[src/rtl/alu_multicycle_pkg.sv]
// Shared opcode, state and legality definitions for the multi-cycle ALU.
package alu_multicycle_pkg;

  localparam logic [3:0] ALU_Add = 4'd0;
  localparam logic [3:0] ALU_Sub = 4'd1;
  localparam logic [3:0] ALU_And = 4'd2;
  localparam logic [3:0] ALU_Or  = 4'd3;
  localparam logic [3:0] ALU_Xor = 4'd4;
  localparam logic [3:0] ALU_Sll = 4'd5;
  localparam logic [3:0] ALU_Srl = 4'd6;
  localparam logic [3:0] ALU_Sra = 4'd7;
  localparam logic [3:0] ALU_Mul = 4'd8;

  // Every code from here up to 4'hF is undefined.
  localparam logic [3:0] ALU_ILL_LO = 4'd9;

  typedef enum logic [1:0] {
    ST_IDLE     = 2'd0,
    ST_MUL_BUSY = 2'd1,
    ST_DONE     = 2'd2
  } alu_state_e;

  function automatic logic op_is_illegal(input logic [3:0] op, input logic mul_en);
    return (op >= ALU_ILL_LO) || ((op == ALU_Mul) && !mul_en);
  endfunction

endpackage

[src/rtl/alu_shift_add_mul.sv]
// Iterative shift-add unsigned multiplier: one partial product per cycle, WIDTH cycles.
module alu_shift_add_mul #(
  parameter int WIDTH = 32
) (
  input  logic               clock,
  input  logic               reset,
  input  logic               start_i,
  input  logic [WIDTH-1:0]   a_i,
  input  logic [WIDTH-1:0]   b_i,
  output logic               done_o,
  output logic [2*WIDTH-1:0] prod_o
);

  localparam int CW = $clog2(WIDTH) + 1;

  logic [2*WIDTH-1:0] mcand_q;
  logic [2*WIDTH-1:0] acc_q;
  logic [WIDTH-1:0]   mplier_q;
  logic [CW-1:0]      cnt_q;
  logic               busy_q;
  logic               done_q;

  always_ff @(posedge clock) begin
    if (reset) begin
      busy_q <= 1'b0;
      done_q <= 1'b0;
    end else begin
      done_q <= 1'b0;
      if (start_i) begin
        busy_q <= 1'b1;
      end else if (busy_q && (cnt_q == CW'(1))) begin
        busy_q <= 1'b0;
        done_q <= 1'b1;
      end
    end
  end

  // Datapath carries no reset; busy_q gates every update.
  always_ff @(posedge clock) begin
    if (start_i) begin
      mcand_q  <= {{WIDTH{1'b0}}, a_i};
      mplier_q <= b_i;
      acc_q    <= '0;
      cnt_q    <= CW'(WIDTH);
    end else if (busy_q) begin
      if (mplier_q[0]) begin
        acc_q <= acc_q + mcand_q;
      end
      mcand_q  <= mcand_q << 1;
      mplier_q <= mplier_q >> 1;
      cnt_q    <= cnt_q - CW'(1);
    end
  end

  assign done_o = done_q;
  assign prod_o = acc_q;

endmodule

[src/rtl/alu_multicycle.sv]
// Execute-stage ALU with valid/ready on both sides; MUL runs on the iterative multiplier.
module alu_multicycle
  import alu_multicycle_pkg::*;
#(
  parameter int WIDTH      = 32,
  parameter int MUL_ENABLE = 1
) (
  input  logic             clock,
  input  logic             reset,
  input  logic             in_valid,
  output logic             in_ready,
  input  logic [3:0]       sig_alu_op,
  input  logic [WIDTH-1:0] A,
  input  logic [WIDTH-1:0] B,
  output logic             out_valid,
  input  logic             out_ready,
  output logic [WIDTH-1:0] Output,
  output logic             flag_zero,
  output logic             flag_negative,
  output logic             flag_carry,
  output logic             flag_overflow,
  output logic             flag_illegal
);

  localparam int SHW = $clog2(WIDTH);

  alu_state_e         state_q;
  logic               out_valid_q;
  logic [WIDTH-1:0]   out_q;
  logic               zero_q, neg_q, carry_q, ovf_q, ill_q;

  logic               accept;
  logic               is_mul;
  logic               mul_start;
  logic               mul_done;
  logic [2*WIDTH-1:0] mul_prod;

  logic [WIDTH:0]          sum, diff;
  logic signed [WIDTH-1:0] a_sgn;
  logic [SHW-1:0]          shamt;
  logic                    shift_big;
  logic [WIDTH-1:0]        res_d;
  logic                    carry_d, ovf_d, ill_d;

  assign in_ready  = (state_q == ST_IDLE) || ((state_q == ST_DONE) && out_ready);
  assign accept    = in_valid && in_ready;
  assign is_mul    = (sig_alu_op == ALU_Mul) && (MUL_ENABLE != 0);
  assign mul_start = accept && is_mul;

  assign sum       = {1'b0, A} + {1'b0, B};
  assign diff      = {1'b0, A} - {1'b0, B};
  assign a_sgn     = A;
  assign shamt     = B[SHW-1:0];
  assign shift_big = |B[WIDTH-1:SHW];

  always_comb begin
    res_d   = '0;
    carry_d = 1'b0;
    ovf_d   = 1'b0;
    ill_d   = 1'b0;
    if (op_is_illegal(sig_alu_op, MUL_ENABLE != 0)) begin
      ill_d = 1'b1;
    end else begin
      case (sig_alu_op)
        ALU_Add: begin
          res_d   = sum[WIDTH-1:0];
          carry_d = sum[WIDTH];
          ovf_d   = (A[WIDTH-1] == B[WIDTH-1]) && (sum[WIDTH-1] != A[WIDTH-1]);
        end
        ALU_Sub: begin
          res_d   = diff[WIDTH-1:0];
          carry_d = diff[WIDTH];
          ovf_d   = (A[WIDTH-1] != B[WIDTH-1]) && (diff[WIDTH-1] != A[WIDTH-1]);
        end
        ALU_And: res_d = A & B;
        ALU_Or:  res_d = A | B;
        ALU_Xor: res_d = A ^ B;
        ALU_Sll: res_d = shift_big ? '0 : (A << shamt);
        ALU_Srl: res_d = shift_big ? '0 : (A >> shamt);
        ALU_Sra: res_d = shift_big ? {WIDTH{A[WIDTH-1]}} : WIDTH'(a_sgn >>> shamt);
        default: res_d = '0;
      endcase
    end
  end

  generate
    if (MUL_ENABLE != 0) begin : g_mul
      alu_shift_add_mul #(.WIDTH(WIDTH)) u_mul (
        .clock   (clock),
        .reset   (reset),
        .start_i (mul_start),
        .a_i     (A),
        .b_i     (B),
        .done_o  (mul_done),
        .prod_o  (mul_prod)
      );
    end else begin : g_nomul
      assign mul_done = 1'b0;
      assign mul_prod = '0;
    end
  endgenerate

  always_ff @(posedge clock) begin
    if (reset) begin
      state_q     <= ST_IDLE;
      out_valid_q <= 1'b0;
      out_q       <= '0;
      zero_q      <= 1'b0;
      neg_q       <= 1'b0;
      carry_q     <= 1'b0;
      ovf_q       <= 1'b0;
      ill_q       <= 1'b0;
    end else begin
      case (state_q)
        ST_IDLE, ST_DONE: begin
          if (accept) begin
            if (is_mul) begin
              out_valid_q <= 1'b0;
              state_q     <= ST_MUL_BUSY;
            end else begin
              out_q       <= res_d;
              zero_q      <= (res_d == '0);
              neg_q       <= res_d[WIDTH-1];
              carry_q     <= carry_d;
              ovf_q       <= ovf_d;
              ill_q       <= ill_d;
              out_valid_q <= 1'b1;
              state_q     <= ST_DONE;
            end
          end else if ((state_q == ST_DONE) && out_ready) begin
            out_valid_q <= 1'b0;
            state_q     <= ST_IDLE;
          end
        end
        ST_MUL_BUSY: begin
          // Product is complete the cycle after the multiplier's last step.
          if (mul_done) begin
            out_q       <= mul_prod[WIDTH-1:0];
            zero_q      <= (mul_prod[WIDTH-1:0] == '0);
            neg_q       <= mul_prod[WIDTH-1];
            carry_q     <= 1'b0;
            ovf_q       <= |mul_prod[2*WIDTH-1:WIDTH];
            ill_q       <= 1'b0;
            out_valid_q <= 1'b1;
            state_q     <= ST_DONE;
          end
        end
        default: begin
          out_valid_q <= 1'b0;
          state_q     <= ST_IDLE;
        end
      endcase
    end
  end

  assign out_valid     = out_valid_q;
  assign Output        = out_q;
  assign flag_zero     = zero_q;
  assign flag_negative = neg_q;
  assign flag_carry    = carry_q;
  assign flag_overflow = ovf_q;
  assign flag_illegal  = ill_q;

endmodule
[config.mk]
export PLATFORM = sky130hd
export DESIGN_NAME = alu_multicycle
export DESIGN_NICKNAME = d
export VERILOG_FILES = /design/src/rtl/alu_multicycle_pkg.sv /design/src/rtl/alu_shift_add_mul.sv /design/src/rtl/alu_multicycle.sv
export SDC_FILE = /design/constraint.sdc
export NUM_CORES = 1
export LEC_CHECK = 0
export CORE_MARGIN = 4
export CORE_UTILIZATION = 23
export DETAILED_ROUTE_END_ITERATION = 6
export PLACE_DENSITY = 0.36
export REMOVE_ABC_BUFFERS = 1
export SYNTH_ARGS = -nofsm -noshare
export SYNTH_HDL_FRONTEND = slang
export SYNTH_SLANG_ARGS = --single-unit
[constraint.sdc]
create_clock -name clock -period 5.6 [get_ports clock]
set_clock_uncertainty 0.05 [all_clocks]
set_input_delay 1.12 -clock clock [delete_from_list [all_inputs] [get_ports clock]]
set_output_delay 1.12 -clock clock [all_outputs]
set_load 0.05 [all_outputs]
==> results of run 1 <==
## state kept, by name (all words and copies together), names as in the netlist
name                  flops
flag_carry                1
g_mul.u_mul.busy_q        1
g_mul.u_mul.mplier_q     32
g_mul.u_mul.mcand_q      64
state_q                   2
flag_illegal              1
g_mul.u_mul.cnt_q         6
g_mul.u_mul.prod_o       64
flag_overflow             1
g_mul.u_mul.done_o        1
Output                   32
flag_zero                 1
## through the flow
step,total power [mW],hold WS (ns),setup slack (ns),util (%),setup TNS [ns]
2_1_floorplan,4.69,0.395,-1.87,-,-119.78
3_3_place_gp,6.02,0.396,-0.227,27.5,-0.315
3_5_place_dp,6.01,0.397,-0.215,27.5,-0.345
4_1_cts,7.89,0.406,0.423,28.5,0
5_1_grt,8.40,0.423,0.218,28.5,0
6_report,7.83,0.402,0.366,28.5,0
## layout by cell type (no fill, tap or decap), drive strengths merged, types with 64 or more instances in the layout
cell type / count
nand2: 355
nor2: 270
a21oi: 255
buf: 254
o21ai: 199
ha: 171
dfxtp: 142
inv: 125
clkdlybuf4s50: 105
mux2i: 97
nor3: 66
edfxtp: 64
## cell families after synthesis
group,synth area share [%]
compound gates,27.7
xor+xnor,2.72
fa+ha+maj,10.3
buf+inv,6.02
flops,22.4
mux,10.1
simple gates,20.7
## worst register-to-register path, stage by stage, from the launching register on
cell	delay, ns
dfxtp_1	0.42
ha_1	0.20
inv_1	0.06
fa_1	0.40
nand2b_1	0.20
a21oi_1	0.30
o21ai_2	0.18
o211ai_1	0.42
a311oi_2	0.27
a211oi_1	0.39
o31ai_1	0.20
o21bai_1	0.32
a21oi_1	0.20
o31a_1	0.35
nand4_1	0.09
or3b_1	0.35
## power by group through the flow
stage	clock network [mW]	registers, mW	logic [mW]
detailed placement	0	2.24	3.77
global placement	0	2.24	3.78
floorplan	0	2.18	2.51
finish	1.82	2.21	3.80
global route	1.95	2.26	4.19
CTS	1.89	2.22	3.79
## cell usage after synthesis, drive strengths merged (10+ instances only)
cell,instances,area [um2]
nand2,355,1330
nor2,270,1020
a21oi,255,1290
o21ai,199,1000
ha,171,2140
dfxtp,142,2840
inv,123,462
clkbuf,122,458
mux2i,97,971
buf,68,355
nor3,66,330
edfxtp,64,1920
a211oi,55,418
a21o,54,405
nand3,52,260
xnor2,52,455
nor4,41,257
o211ai,40,300
mux4,36,811
mux2,33,372
nand2b,32,200
nand4,30,188
and3,25,156
a31oi,23,144
nor2b,23,144
o21bai,23,173
a221oi,21,190
and2,18,113
or3,18,113
a22oi,17,128
o22ai,17,106
a211o,16,140
o2111ai,15,138
xor2,14,123
a311oi,12,111
o31a,12,105
o31ai,12,90.1
a221o,11,110
o21a,11,83.8
a2111oi,10,100
## area by class of cell
cell class	count	area, um2
repair buffers	359	3100
inverters	125	469
fillers	10100	65700
multi-input cells	2263	15300
well taps	1243	1560
flip-flops and latches	206	4770
diodes	1	2.50
clock buffers	40	800
clock inverters	10	125
## per-layer routing
| metal | wire length (um) | share of wire, % | track usage (%) |
|---|---|---|---|
| met5 | 13 | 0.013 | 0 |
| met4 | 3710 | 3.6 | 6.61 |
| met3 | 4700 | 4.5 | 1.86 |
| met2 | 48200 | 47 | 34.1 |
| met1 | 46800 | 45 | 27.7 |
## worst min path at each step
stage | start | end | slack [ns]
final | Output[0]$_SDFFE_PP0P_ | Output[0]$_SDFFE_PP0P_ | 0.40
after floorplan | g_mul.u_mul.prod_o[63]$_SDFFE_PP0P_ | g_mul.u_mul.prod_o[63]$_SDFFE_PP0P_ | 0.39
after detailed placement | flag_carry$_SDFFE_PP0P_ | flag_carry$_SDFFE_PP0P_ | 0.40
after global routing | Output[0]$_SDFFE_PP0P_ | Output[0]$_SDFFE_PP0P_ | 0.42
after CTS | flag_carry$_SDFFE_PP0P_ | flag_carry$_SDFFE_PP0P_ | 0.41
after global placement | Output[0]$_SDFFE_PP0P_ | Output[0]$_SDFFE_PP0P_ | 0.40
==> impl_metrics.csv, run 1 <==
group,metric,value,unit
outcome,status,"complete, no violations",
sta,finalCriticalPeriod,5.23,ns
yosys,avgSynthCellArea,7.65,um2
place,place_hpwl,83.4,mm
setup_path,crit_arrival,5.69,ns
yosys,synth_enable_flop_cells,64,
power_and_ir_drop,switching_power,3.32,mW
power_and_ir_drop,powerDensity,300,nW/um2
yosys,synth_cells,2784,
grt,grt_max_degree,119,
cts,cts_buffers,27,
routing,avgViaCountPerCell,5.32,
sta,rsz0062_at_grt,"no",
finish,final_cells,4247,
setup_path,cp-end-kind,"register",
setup_path,r2r_cells,15,
yosys,seq_area_frac_synth,22.4,%
setup_path,critPathMaxFanout,10,
floorplanning,floorplan.die_area,97500,um2
cts,cts.path.max_buffers,3,
setup_path,worstPathRequired,6.06,ns
sta,setup_violations,0,
sta,clock.fmax,0.191,GHz
flow_run,drv_cap,0,
cts,cts_setup_buffers,0,
setup_path,cp_common_cell,"nor4_1",
setup_path,worstSetupEndpoint,"flag_zero$_SDFFE_PP0P_",
floorplanning,die_h,312,um
cts,cts_tree,"done",
cts,cts.hold.buffers_added,0,
finish,layout.nets,3228,
routing,drc,0,
sta,relSlewSlack,34.8,%
yosys,yosys_register_bits,206,
setup_path,critPathLaunch,"B[8]",
floorplanning,start_util,23.2,%
power_and_ir_drop,seq_power_share,28.2,%
sta,hold_violations,0,
cts,clock-sinks,206,
cts,ctsResizeCount,0,
yosys,async_flop_share,0,%
power_and_ir_drop,ir_drop,239,uV
finish,synthToLayoutAreaGrowth,22.8,%
power_and_ir_drop,p_clk_share,23.2,%
cts,clkTransAtPathRegs,0.06,ns
setup_path,critPathKind,"in -> reg",
yosys,yosys_warnings,0,
setup_path,regToRegSetupSlack,1.12,ns
grt,grt_pass1_vias,22400,
routing,drt_iter0_drc,1891,
setup_path,r2r_start,"g_mul.u_mul.prod_o[0]$_SDFFE_PP0P_",
setup_path,path_buf_inv,4,
cts,cts_max_level,1,
grt,grt_pass1_wl,152,mm
cts,cts_root_buf,"clkbuf_16",
place,gp_congestion,0.993,
power_and_ir_drop,p_int,4.51,mW
place,placed_area,25200,um2
grt,grt-ovfl-total,0,
routing,ant_nets,0,
yosys,synth_ff_type,"dfxtp_1",
worst_hold_path,hold_depth,2,
grt,track_usage,20.4,%
setup_path,cp.depth,16,
sta,tightest_slew,0.976,ns
worst_hold_path,hold_class,"reg -> reg",
yosys,synth.distinct_cells,99,
routing,wl,103,mm
setup_path,cp_slowest_cell,"clkdlybuf4s50_1",
power_and_ir_drop,power.leakage,10.7,nW
setup_path,r2r-end,"g_mul.u_mul.prod_o[62]$_SDFFE_PP0P_",
place,io_buffers,110,
power_and_ir_drop,p_comb_share,48.6,%
setup_path,start_kind,"primary input",
sta,finalCritPeriodShare,93.5,%
finish,final_area,26100,um2
setup_path,cpPeakStageDelay,0.77,ns
routing,post_drt_wl_per_cell,24.4,um
routing,first_pass_iters,6,
place,place_inst,4196,
cts,clkLatencyLatePin,0.59,ns
grt,antenna_found_initial,2,
floorplanning,row_count,111,
floorplanning,io-pin-count,111,
floorplanning,die_w,312,um
routing,vias,22600,
power_and_ir_drop,p_sw_share,42.4,%
setup_path,cpLargestDelayFamily,"simple AND/OR/NAND/NOR gates",
finish,drive_above_1_share,14.0,%
setup_path,crit_chain,"clkdlybuf4s50_1, inv_1, ha_1, buf_12, nor4_1, nand2_1, o21ai_0, xnor2_1, nor2_1, a211o_1, nor4_1, buf_4, nand4_1, nor4_1, nand4_1, o32ai_2",
yosys,synth_area,21300,um2
sta,slew_violations,0,
floorplanning,core_area,91800,um2
No activity file was read; power rests on OpenSTA's default activity.
==> inputs of run 2 (changes only) <==
--- a/config.mk
+++ b/config.mk
@@ -8,7 +8,8 @@
 export CORE_MARGIN = 4
 export CORE_UTILIZATION = 23
 export DETAILED_ROUTE_END_ITERATION = 6
-export PLACE_DENSITY = 0.36
+export PLACE_DENSITY = 0.37
+export RECOVER_POWER = 25
 export REMOVE_ABC_BUFFERS = 1
 export SYNTH_ARGS = -nofsm -noshare
 export SYNTH_HDL_FRONTEND = slang
==> constraint.sdc (replaced) <==
create_clock -name clock -period 4.75 [get_ports clock]
set_clock_uncertainty 0.05 [all_clocks]
set_input_delay 0.95 -clock clock [delete_from_list [all_inputs] [get_ports clock]]
set_output_delay 0.95 -clock clock [all_outputs]
set_load 0.05 [all_outputs]
==> run 2 against run 1 <==
Clock-buffer cell count decreased by 4. Final area rose by 9.7%. Utilization up 2.8 points. Register-to-register slack got worse by 0.52 ns. Clock power grew 12%. Routed wire length grew 4.2%. Via count grew 4.7%. Critical path type unchanged. Critical endpoint unchanged.
==> impl_metrics.csv, run 2 (synthesis gave the netlist of run 1 again) <==
group,metric,value,unit
outcome,status,"complete, no violations",
worst_hold_path,hold_depth,2,
finish,synthToLayoutAreaGrowth,34.7,%
finish,mostFrequentLayoutCell,"buf_4",
finish,layout.nets,3544,
floorplanning,floorplan.die_area,97500,um2
grt,antenna_found_initial,8,
finish,final_cells,4563,
grt,track_usage,21.1,%
sta,whs,0.402,ns
cts,clock-sinks,206,
routing,vias,23600,
setup_path,r2r_start,"g_mul.u_mul.prod_o[0]$_SDFFE_PP0P_",
setup_path,r2r-end,"g_mul.u_mul.prod_o[40]$_SDFFE_PP0P_",
floorplanning,core_area,91800,um2
cts,clkLatencyLatePin,0.57,ns
sta,tns,0,ns
power_and_ir_drop,ir_drop,261,uV
grt,grt_max_degree,123,
cts,cts_max_level,1,
setup_path,critPathMaxFanout,3,
cts,cts_tree,"done",
worst_hold_path,hold_path_startpoint,"Output[22]$_SDFFE_PP0P_",
finish,drive_above_1_share,23.1,%
sta,relSlewSlack,7.29,%
sta,slew_violations,0,
setup_path,crit_arrival,5.06,ns
sta,tightest_slew,1.37,ns
routing,wl,108,mm
place,io_buffers,110,
routing,post_drt_wl_per_cell,23.6,um
sta,finalCriticalPeriod,4.62,ns
worst_hold_path,hold_path_end,"Output[22]$_SDFFE_PP0P_",
grt,grt-ovfl-total,0,
grt,grt_pass1_vias,23700,
finish,final_cell_mix,"547 x buf_4, 354 x nand2_1, 268 x nor2_1, 251 x a21oi_1, 189 x o21ai_0",
setup_path,critPathKind,"in -> reg",
cts,clkTransAtPathRegs,0.06,ns
floorplanning,row_count,111,
setup_path,worstPathRequired,5.19,ns
cts,cts_buffers,27,
setup_path,cp-end-kind,"register",
sta,clock.fmax,0.216,GHz
routing,drt_iter0_drc,1771,
setup_path,r2r_cells,16,
power_and_ir_drop,power.leakage,12.3,nW
routing,first_pass_iters,6,
place,place_inst,4512,
floorplanning,die_w,312,um
finish,regArea,4770,um2
worst_hold_path,hold_class,"reg -> reg",
finish,multi_input_area,15500,um2
routing,avgViaCountPerCell,5.18,
floorplanning,die_h,312,um
flow_run,drv_cap,0,
finish,nFillCells,9952,
place,gp_congestion,0.969,
power_and_ir_drop,powerDensity,329,nW/um2
routing,drc,0,
floorplanning,io-pin-count,111,
setup_path,regToRegSetupSlack,0.60,ns
cts,cts.path.max_buffers,3,
sta,setup_violations,0,
routing,ant_nets,0,
grt,grt_pass1_wl,157,mm
place,place_hpwl,88.4,mm
setup_path,start_kind,"primary input",
cts,cts_root_buf,"clkbuf_16",
sta,finalCritPeriodShare,97.3,%
sta,hold_violations,0,
floorplanning,start_util,23.2,%
==> run 2: timing repair <==
| item | in CTS | in global routing |
|---|---|---|
| resized for setup | 15 | 28 |
| endpoints found under the setup margin | 13 | 12 |
| pin swaps | 0 | 6 |
| setup buffers | 0 | 0 |
| hold buffers | 0 | 0 |
==> run 2: power breakdown <==
part           internal (mW)  leakage [nW]  total, mW  switching (mW)
clock                   1.17         0.435       2.04           0.869
combinational           2.06          10.1       4.80            2.74
sequential              2.21          1.76       2.59           0.379
total                   5.44          12.3       9.43            3.99
==> run 2: routing by layer <==
layer	track usage (%)	vias to the layer above	wire length (um)
met5	0	-	0
met4	6.83	0	4070
met3	1.59	143	4440
met2	35.6	648	50100
met1	28.5	11600	49100
li1	-	11300	-
==> run 2: area by class of cell <==
type	count	area share, %
Antenna cell	1	0.00873
Clock buffer	36	2.61
Clock inverter	14	0.410
Inverter	125	1.64
Multi-Input combinational cell	2263	54.2
Sequential cell	206	16.6
Tap cell	1243	5.42
Timing Repair Buffer	675	19.1
==> run 2: worst max-delay path: stages <==
cell	delay [ns]
clkdlybuf4s50_1	0.47
buf_4	0.17
inv_1	0.09
buf_4	0.16
ha_1	0.25
nor2b_1	0.18
o21ai_0	0.33
buf_4	0.18
a21oi_1	0.05
or3_1	0.35
or2_2	0.35
xnor2_1	0.15
a221oi_2	0.46
nand4_1	0.25
nor4_2	0.32
nand4_1	0.15
o32ai_2	0.20
==> run 2: per-stage QoR <==
stage               power [mW]  area, um2  util [%]  setup WS (ns)
global placement          7.37      27600      30.1          -1.51
CTS                       9.51      28600      31.1        0.00193
finish                    9.43      28700      31.2          0.128
global route              10.1      28700      31.2      -0.000559
detailed placement        7.37      27600      30.1          -1.27
floorplan                 5.53      20500         -          -2.55
==> run 2: how the worst max path moves through the flow <==
| stage | start | end | slack (ns) | depth (start not counted) |
|---|---|---|---|---|
| 6_report | B[8] | flag_zero$_SDFFE_PP0P_ | 0.13 | 17 |
| 5_1_grt | B[8] | flag_zero$_SDFFE_PP0P_ | -0.0006 | 17 |
| 4_1_cts | A[2] | flag_zero$_SDFFE_PP0P_ | 0.002 | 18 |
| 3_5_place_dp | A[6] | flag_zero$_SDFFE_PP0P_ | -1.27 | 17 |
| 3_3_place_gp | A[6] | flag_zero$_SDFFE_PP0P_ | -1.51 | 17 |
| 2_1_floorplan | out_ready | g_mul.u_mul.mcand_q[0]$_SDFFCE_PN0P_ | -2.55 | 4 |
==> inputs of run 3 (changes only) <==
--- a/config.mk
+++ b/config.mk
@@ -8,6 +8,7 @@
 export CORE_MARGIN = 4
 export CORE_UTILIZATION = 23
 export DETAILED_ROUTE_END_ITERATION = 6
+export GPL_ROUTABILITY_DRIVEN = 0
 export PLACE_DENSITY = 0.37
 export RECOVER_POWER = 25
 export REMOVE_ABC_BUFFERS = 1
==> run 3 against run 2 <==
Final area decreased by 0.68%. Clock power decreased by 3%. Largest power group unchanged. Global-route usage decreased by 0.84 points. Via count decreased by 0.58%. Worst setup slack improved by 0.017 ns. First-iteration DRC count decreased by 3.7%. Sequential share of layout area increased by 0.11 points. Routed wire length decreased by 4.8%. Sequential power about the same. Maximum frequency increased by 0.38%. Sequential cell count unchanged. Largest cell class unchanged.
==> impl_metrics.csv, run 3 (synthesis gave the netlist of run 1 again) <==
group,metric,value,unit
cts,clkLatencyLatePin,0.59,ns
sta,setup_violations,0,
sta,tightest_slew,1.18,ns
routing,ant_nets,0,
place,dp_slack,-0.803,ns
power_and_ir_drop,powerDensity,328,nW/um2
power_and_ir_drop,switching_power,3.92,mW
routing,wl,103,mm
setup_path,crit_arrival,5.08,ns
cts,cts_buffers,27,
cts,cts_root_buf,"clkbuf_16",
setup_path,cp-end-kind,"register",
setup_path,worstPathRequired,5.22,ns
flow_run,drv_cap,0,
setup_path,critPathLaunch,"B[13]",
finish,final_cell_mix,"511 x buf_4, 354 x nand2_1, 268 x nor2_1, 251 x a21oi_1, 188 x o21ai_0",
finish,nFillCells,9854,
floorplanning,core_area,91800,um2
power_and_ir_drop,seq_power_share,27.8,%
setup_path,r2r_cells,16,
finish,drive_above_1_share,22.1,%
sta,rsz0062_at_grt,"no",
worst_hold_path,hold_class,"reg -> reg",
cts,cts.path.max_buffers,3,
power_and_ir_drop,p_sw_share,41.9,%
sta,hold_violations,0,
worst_hold_path,hold_path_startpoint,"Output[21]$_SDFFE_PP0P_",
grt,track_usage,20.2,%
setup_path,critPathMaxFanout,7,
sta,tns,0,ns
sta,finalCritPeriodShare,96.9,%
finish,synthToLayoutAreaGrowth,33.8,%
cts,cts_setup_buffers,0,
sta,finalCriticalPeriod,4.60,ns
finish,final_area,28500,um2
sta,fin_ws,0.146,ns
finish,layout.nets,3514,
finish,mostFrequentLayoutCell,"buf_4",
floorplanning,die_w,312,um
floorplanning,row_count,111,
routing,drc,0,
routing,drt_iter0_drc,1706,
power_and_ir_drop,power.leakage,12.2,nW
place,place_hpwl,84.7,mm
floorplanning,io-pin-count,111,
power_and_ir_drop,p_clk_share,21.2,%
floorplanning,start_util,23.2,%
place,io_buffers,110,
floorplanning,die_h,312,um
power_and_ir_drop,ir_drop,302,uV
setup_path,r2r_start,"g_mul.u_mul.prod_o[0]$_SDFFE_PP0P_",
grt,grt_pass1_wl,152,mm
cts,clock-sinks,206,
routing,post_drt_wl_per_cell,22.6,um
setup_path,regToRegSetupSlack,0.41,ns
worst_hold_path,hold_depth,2,
sta,slew_violations,0,
routing,vias,23500,
setup_path,critPathKind,"in -> reg",
grt,grt_pass1_vias,23600,
grt,grt-ovfl-total,0,
routing,avgViaCountPerCell,5.19,
setup_path,start_kind,"primary input",
finish,utilization,31.0,%
grt,grt_max_degree,59,
cts,cts_tree,"done",
sta,relSlewSlack,21.3,%
sta,clock.fmax,0.217,GHz
cts,cts.hold.buffers_added,0,
cts,cts_max_level,1,
floorplanning,floorplan.die_area,97500,um2
routing,first_pass_iters,7,
cts,clkTransAtPathRegs,0.06,ns
place,placed_area,27500,um2
worst_hold_path,hold_path_end,"Output[21]$_SDFFE_PP0P_",
grt,antenna_found_initial,7,
setup_path,r2r-end,"g_mul.u_mul.prod_o[62]$_SDFFE_PP0P_",
power_and_ir_drop,p_comb_share,51.0,%
outcome,status,"complete, no violations",
power_and_ir_drop,p_int,5.42,mW
[run 3: per-layer routing]
metal  part of all wire, %  GRT usage (%)
met2                    47           34.3
met5                     0              0
met4                   4.0           6.94
met1                    45           27.2
met3                   4.4           1.45
[run 3: worst max-delay path by stage]
stage	slack, ns	depth (start not counted)	end
global placement	-0.80	16	flag_zero$_SDFFE_PP0P_
CTS	0.02	22	Output[19]$_SDFFE_PP0P_
global route	0.005	19	flag_zero$_SDFFE_PP0P_
detailed placement	-0.80	17	Output[31]$_SDFFE_PP0P_
floorplan	-2.55	4	g_mul.u_mul.mcand_q[0]$_SDFFCE_PN0P_
finish	0.15	18	Output[24]$_SDFFE_PP0P_
[run 3: metrics by stage]
| step | std cells | hold WS, ns | power, mW |
|---|---|---|---|
| 6_report | 4532 | 0.398 | 9.34 |
| 2_1_floorplan | 2594 | 0.395 | 5.53 |
| 3_3_place_gp | 4482 | 0.397 | 7.31 |
| 4_1_cts | 4530 | 0.405 | 9.39 |
| 5_1_grt | 4531 | 0.420 | 10.0 |
| 3_5_place_dp | 4482 | 0.398 | 7.32 |
[run 3: layout make-up]
type	instances	area (um2)	area share, %
clock buffer	44	811	2.85
inverter	125	469	1.65
multi-input combinational	2263	15500	54.4
sequential	206	4770	16.7
clock inverter	4	36.3	0.127
antenna	2	5.00	0.0176
tap	1243	1560	5.46
timing repair buffer	645	5330	18.7
[run 3: what timing repair did]
item	in CTS	in global routing
gates resized for setup	6	35
hold endpoints to repair	0	0
pin swaps	0	8
setup endpoints to repair	5	10
[run 3: worst max-delay path, stage by stage]
cell,delay [ns]
clkdlybuf4s50_1,0.60
inv_1,0.12
ha_2,0.43
buf_4,0.17
nor2b_1,0.06
o21ai_0,0.28
a31oi_1,0.13
or3_1,0.38
or2_2,0.36
a311oi_1,0.42
o21ai_1,0.13
buf_4,0.15
nand4b_1,0.22
a2111oi_0,0.14
buf_4,0.17
nor3_2,0.21
a21oi_1,0.07
nor2_1,0.09
[run 3: power groups by stage]
stage / combinational [mW] / sequential [mW] / clock [mW]
2_1_floorplan: 2.96 / 2.57 / 0
3_3_place_gp: 4.68 / 2.63 / 0
3_5_place_dp: 4.69 / 2.64 / 0
4_1_cts: 4.72 / 2.60 / 2.06
5_1_grt: 5.23 / 2.66 / 2.13
6_report: 4.76 / 2.59 / 1.98
==> edit 1, RTL diff (settings of run 2) <==
`MUL_ENABLE`: 1 -> 0.
--- a/src/rtl/alu_multicycle.sv
+++ b/src/rtl/alu_multicycle.sv
@@ -5,3 +5,3 @@
   parameter int WIDTH      = 32,
-  parameter int MUL_ENABLE = 1
+  parameter int MUL_ENABLE = 0
 ) (
Function: changed (a bounded check fails within 4 cycles, from zero or initial values and one cycle with reset high).
==> edit 1 against run 2 <==
The flow now finishes with violations (max-capacitance violations); routed wire length down 37%; synthesized area down 48%; design area decreased by 43%; total power decreased by 72%; first-iteration DRC count decreased by 26%; worst setup slack got worse by 0.10 ns; register-to-register slack better by 0.97 ns; sequential cell count fell by 169.
==> edit 1: results <==
{
  "outcome": "finished with violations",
  "violations": "max-capacitance violations",
  "r2r-start": "out_valid",
  "grt_max_degree": 51,
  "drive_gt1_share_pct": 31.1,
  "cts_max_level": 2,
  "cts_buffer_depth": 2,
  "drt_first_iter_violations": 1306,
  "antenna_found_initial": 3,
  "yosys-top-cells-count": "nor2_1, nand2_1, a21oi_1",
  "maxCapViolCount": 1,
  "hpwl_microns": 58200,
  "ir_drop_mv": 0.108,
  "fin_nets": 2163,
  "ys_seq_area_share_pct": 6.71,
  "slew_headroom_pct": 0.144,
  "synth_compound_area_share_pct": 31.4,
  "grt_pass1_wl_microns": 96300,
  "yosys-mux-area-fraction_pct": 17.1,
  "critPathMaxFanout": 7,
  "synthXorXnorAreaFrac_pct": 0.873,
  "clock_latency_ns": 0.28,
  "p_sw_w": 0.00123,
  "power.leakage_nw": 7.17,
  "hold_start": "Output[28]",
  "wl_per_cell_microns": 26.0,
  "viasPerCell": 5.49,
  "grt_pass1_vias": 14000,
  "ys_types": 89
}
[edit 1: changes by cell type in the layout (fill, tap and decap cells not counted), moves of 23 or more]
cell             change
nand2_1            -216
a21oi_1            -145
nor2_1             -128
o21ai_0            -110
dfxtp_1            -104
buf_4               -92
ha_1                -65
edfxtp_1            -64
mux2i_1             -49
xnor2_1             -42
a21o_1              -33
clkdlybuf4s50_1     +23
[edit 1: what timing repair did]
action	CTS	global route
buffers inserted	0	3
pin swaps	1	11
hold buffers	0	0
resized for setup	15	31
endpoints found under the setup margin	6	11
[edit 1: layout make-up]
| class | instances | area [sq um] | share of cell area [%] |
|---|---|---|---|
| repair buffers | 571 | 4610 | 28.4 |
| multi-input cells | 1265 | 9580 | 58.9 |
| diodes | 4 | 10.0 | 0.0615 |
| clock inverters | 2 | 37.5 | 0.231 |
| inverters | 103 | 387 | 2.38 |
| clock buffers | 6 | 139 | 0.854 |
| well taps | 607 | 759 | 4.67 |
| flip-flops and latches | 37 | 741 | 4.55 |
[edit 1: cells by family after synthesis]
group | Yosys count
mux | 124
buf+inv | 220
xor+xnor | 11
flops | 37
compound gates | 501
fa+ha+maj | 108
simple gates | 521
[edit 1: worst paths after layout]
path / end / slack [ns] / cells past startpoint
worst max-delay path: flag_zero / 0.02 / 13
worst min-delay path: Output[28] / 0.40 / 2
worst max register to register: flag_zero / 1.57 / 10
worst min register to register: Output[28] / 0.40 / 2
[edit 1: power by group through the flow]
stage / logic (W) / clock network [W] / registers, W
floorplan: 0.000755 / 0 / 0.000440
global placement: 0.00188 / 0 / 0.000354
detailed placement: 0.00186 / 0 / 0.000355
CTS: 0.00188 / 0.000404 / 0.000348
global route: 0.00204 / 0.000412 / 0.000350
finish: 0.00192 / 0.000390 / 0.000347
[edit 1: worst min-delay path, cell delays in order, from the launching register on]
cell,delay [ns]
dfxtp_1,0.30
nand2_1,0.05
a21oi_1,0.05
[edit 1: metal layers]
layer  part of all wire, %  vias to the layer above  GRT usage [%]
met5                 0.030                        -              0
met4                   4.3                        4           9.04
met3                   5.4                       99           2.01
met2                    44                      477           39.8
met1                    46                     6990           36.5
li1                      -                     6678              -
[edit 1: metrics by stage]
| stage | instance area [sq um] | instances | worst slack, ns |
|---|---|---|---|
| after floorplan | 10500 | 1405 | -0.320 |
| after global routing | 16300 | 2591 | -0.0639 |
| after CTS | 16100 | 2588 | -0.0447 |
| after global placement | 15800 | 2580 | -0.792 |
| final | 16300 | 2595 | 0.0248 |
| after detailed placement | 15800 | 2580 | -0.763 |
==> edit 2, RTL diff (config.mk and constraints of run 2) <==
Without the edit above. Encoding of `alu_state_e`: now one-hot (3 bits for 3 states).
--- a/src/rtl/alu_multicycle_pkg.sv
+++ b/src/rtl/alu_multicycle_pkg.sv
@@ -16,6 +16,6 @@
 
-  typedef enum logic [1:0] {
-    ST_IDLE     = 2'd0,
-    ST_MUL_BUSY = 2'd1,
-    ST_DONE     = 2'd2
+  typedef enum logic [2:0] {
+    ST_IDLE     = 3'b001,
+    ST_MUL_BUSY = 3'b010,
+    ST_DONE     = 3'b100
   } alu_state_e;
Check against the original RTL: same outputs for any inputs over 4 cycles, from zero or initial values and one cycle with reset high; so few cycles prove little.
==> edit 2 against run 2 <==
Total power rose by 5.3%; design area grew 2.1%; die area grew 0.75%; global-route usage is 0.71 points higher; synthesized area up 0.78%; sequential cell count rose by 1; routed wire length up 2.8%; count of clock-buffer cells in the layout up 6; synthesized cell count down 0.83%; critical path depth decreased by 9; final cell count grew 0.81%; worst setup slack improved by 0.0028 ns; via count increased by 1.1%; critical path type unchanged; highest routed layer is now met5.
==> edit 2: results <==
{
  "grt.met2_usage_pct": 35.9,
  "dr.pass1.iters": 7,
  "vias": 23900,
  "power.leakage_nw": 12.7,
  "yosys-top-cells-count": "nand2_1, nor2_1, a21oi_1",
  "synth-main-ff-cell": "dfxtp_1",
  "nFillCells": 9861,
  "cp_slowest_cell": "o21ai_0",
  "synth_edf_count": 64,
  "critPathMaxFanout": 135,
  "use_met1_pct": 29.5,
  "crit_family": "buffers and inverters",
  "critPathMaxStageDelay_ns": 0.73,
  "synth_area_leaders": "dfxtp_1, ha_1, edfxtp_1, a21oi_1, nand2_1",
  "gp_congestion": 0.958,
  "synth_warnings": 0,
  "hold_start": "flag_overflow",
  "drt_first_iter_violations": 1825,
  "routed_wl_microns": 111000,
  "placement.io_buffers": 110,
  "grt_pass1_wl_microns": 162000,
  "slew_headroom_pct": 25.3,
  "clock_latency_ns": 0.56,
  "synth-async-reset-ratio_pct": 0,
  "ir_drop_mv": 0.286,
  "fin_nets": 3580,
  "outcome": "finished clean",
  "crit_arrival_ns": 4.81,
  "grt_max_degree": 136,
  "ys_types": 92,
  "fin_hold_ws_ns": 0.412,
  "grt_use_total_pct": 21.8,
  "r2r_setup_slack_ns": 0.37,
  "startpoint": "sig_alu_op[0]",
  "gr-usage-met3_pct": 2.80,
  "ys_seq_area_share_pct": 22.3,
  "hpwl_microns": 90600,
  "drive_gt1_share_pct": 24.7,
  "antenna_found_initial": 7
}
[edit 2: area by class of cell]
cell class	instances	area, sq um	area share (%)
diodes	2	5.00	0.0171
multi-input cells	2240	15700	53.5
flip-flops and latches	207	4790	16.4
well taps	1243	1560	5.31
inverters	127	477	1.63
clock buffers	42	813	2.78
clock inverters	8	80.1	0.274
repair buffers	731	5900	20.2
[edit 2: cells by family after synthesis]
| logic type | Yosys count | share of synthesized area (%) |
|---|---|---|
| XOR/XNOR | 61 | 2.49 |
| multiplexers | 179 | 12.1 |
| adder cells (fa/ha/maj) | 174 | 10.3 |
| buffers and inverters | 314 | 6.17 |
| AND/OR/NAND/NOR | 950 | 20.6 |
| AO/OA/AOI/OAI | 876 | 26.1 |
| flip-flops | 207 | 22.3 |
[edit 2: worst paths after layout]
kind | to
worst max-delay path | g_mul.u_mul.mplier_q[0]
worst min-delay path | flag_overflow
worst max register to register | g_mul.u_mul.prod_o[62]
worst min register to register | flag_overflow
[edit 2: stage by stage]
step / instances / total power [W] / utilization [%] / instance area, sq um / setup WS, ns
after floorplan: 2574 / 0.00582 / - / 20600 / -1.93
final: 4600 / 0.00993 / 31.8 / 29300 / 0.131
after global routing: 4598 / 0.0107 / 31.8 / 29300 / 0.00206
after global placement: 4547 / 0.00778 / 30.5 / 28100 / -0.934
after CTS: 4598 / 0.00999 / 31.6 / 29100 / 0.00575
after detailed placement: 4547 / 0.00780 / 30.5 / 28100 / -0.867
[edit 2: worst min-delay path, cell delays in order (launching register included)]
cell	delay, ns
dfxtp_1	0.31
nand2_1	0.05
a21oi_1	0.05
[edit 2: power by group]
group,switching [W],internal [W]
clock network,0.000866,0.00123
registers,0.000423,0.00225
logic,0.00292,0.00224
[edit 2: timing repair]
action | 4_1_cts | 5_1_grt
pin swaps | 1 | 15
endpoints found under the setup margin | 2 | 15
buffers inserted | 1 | 0
resized for setup | 12 | 55
[edit 2: routing by layer]
metal | vias to the layer above | routed length [microns]
li1 | 11400 | -
met3 | 134 | 5360
met4 | 8 | 4000
met2 | 685 | 50600
met1 | 11700 | 50700
met5 | - | 47
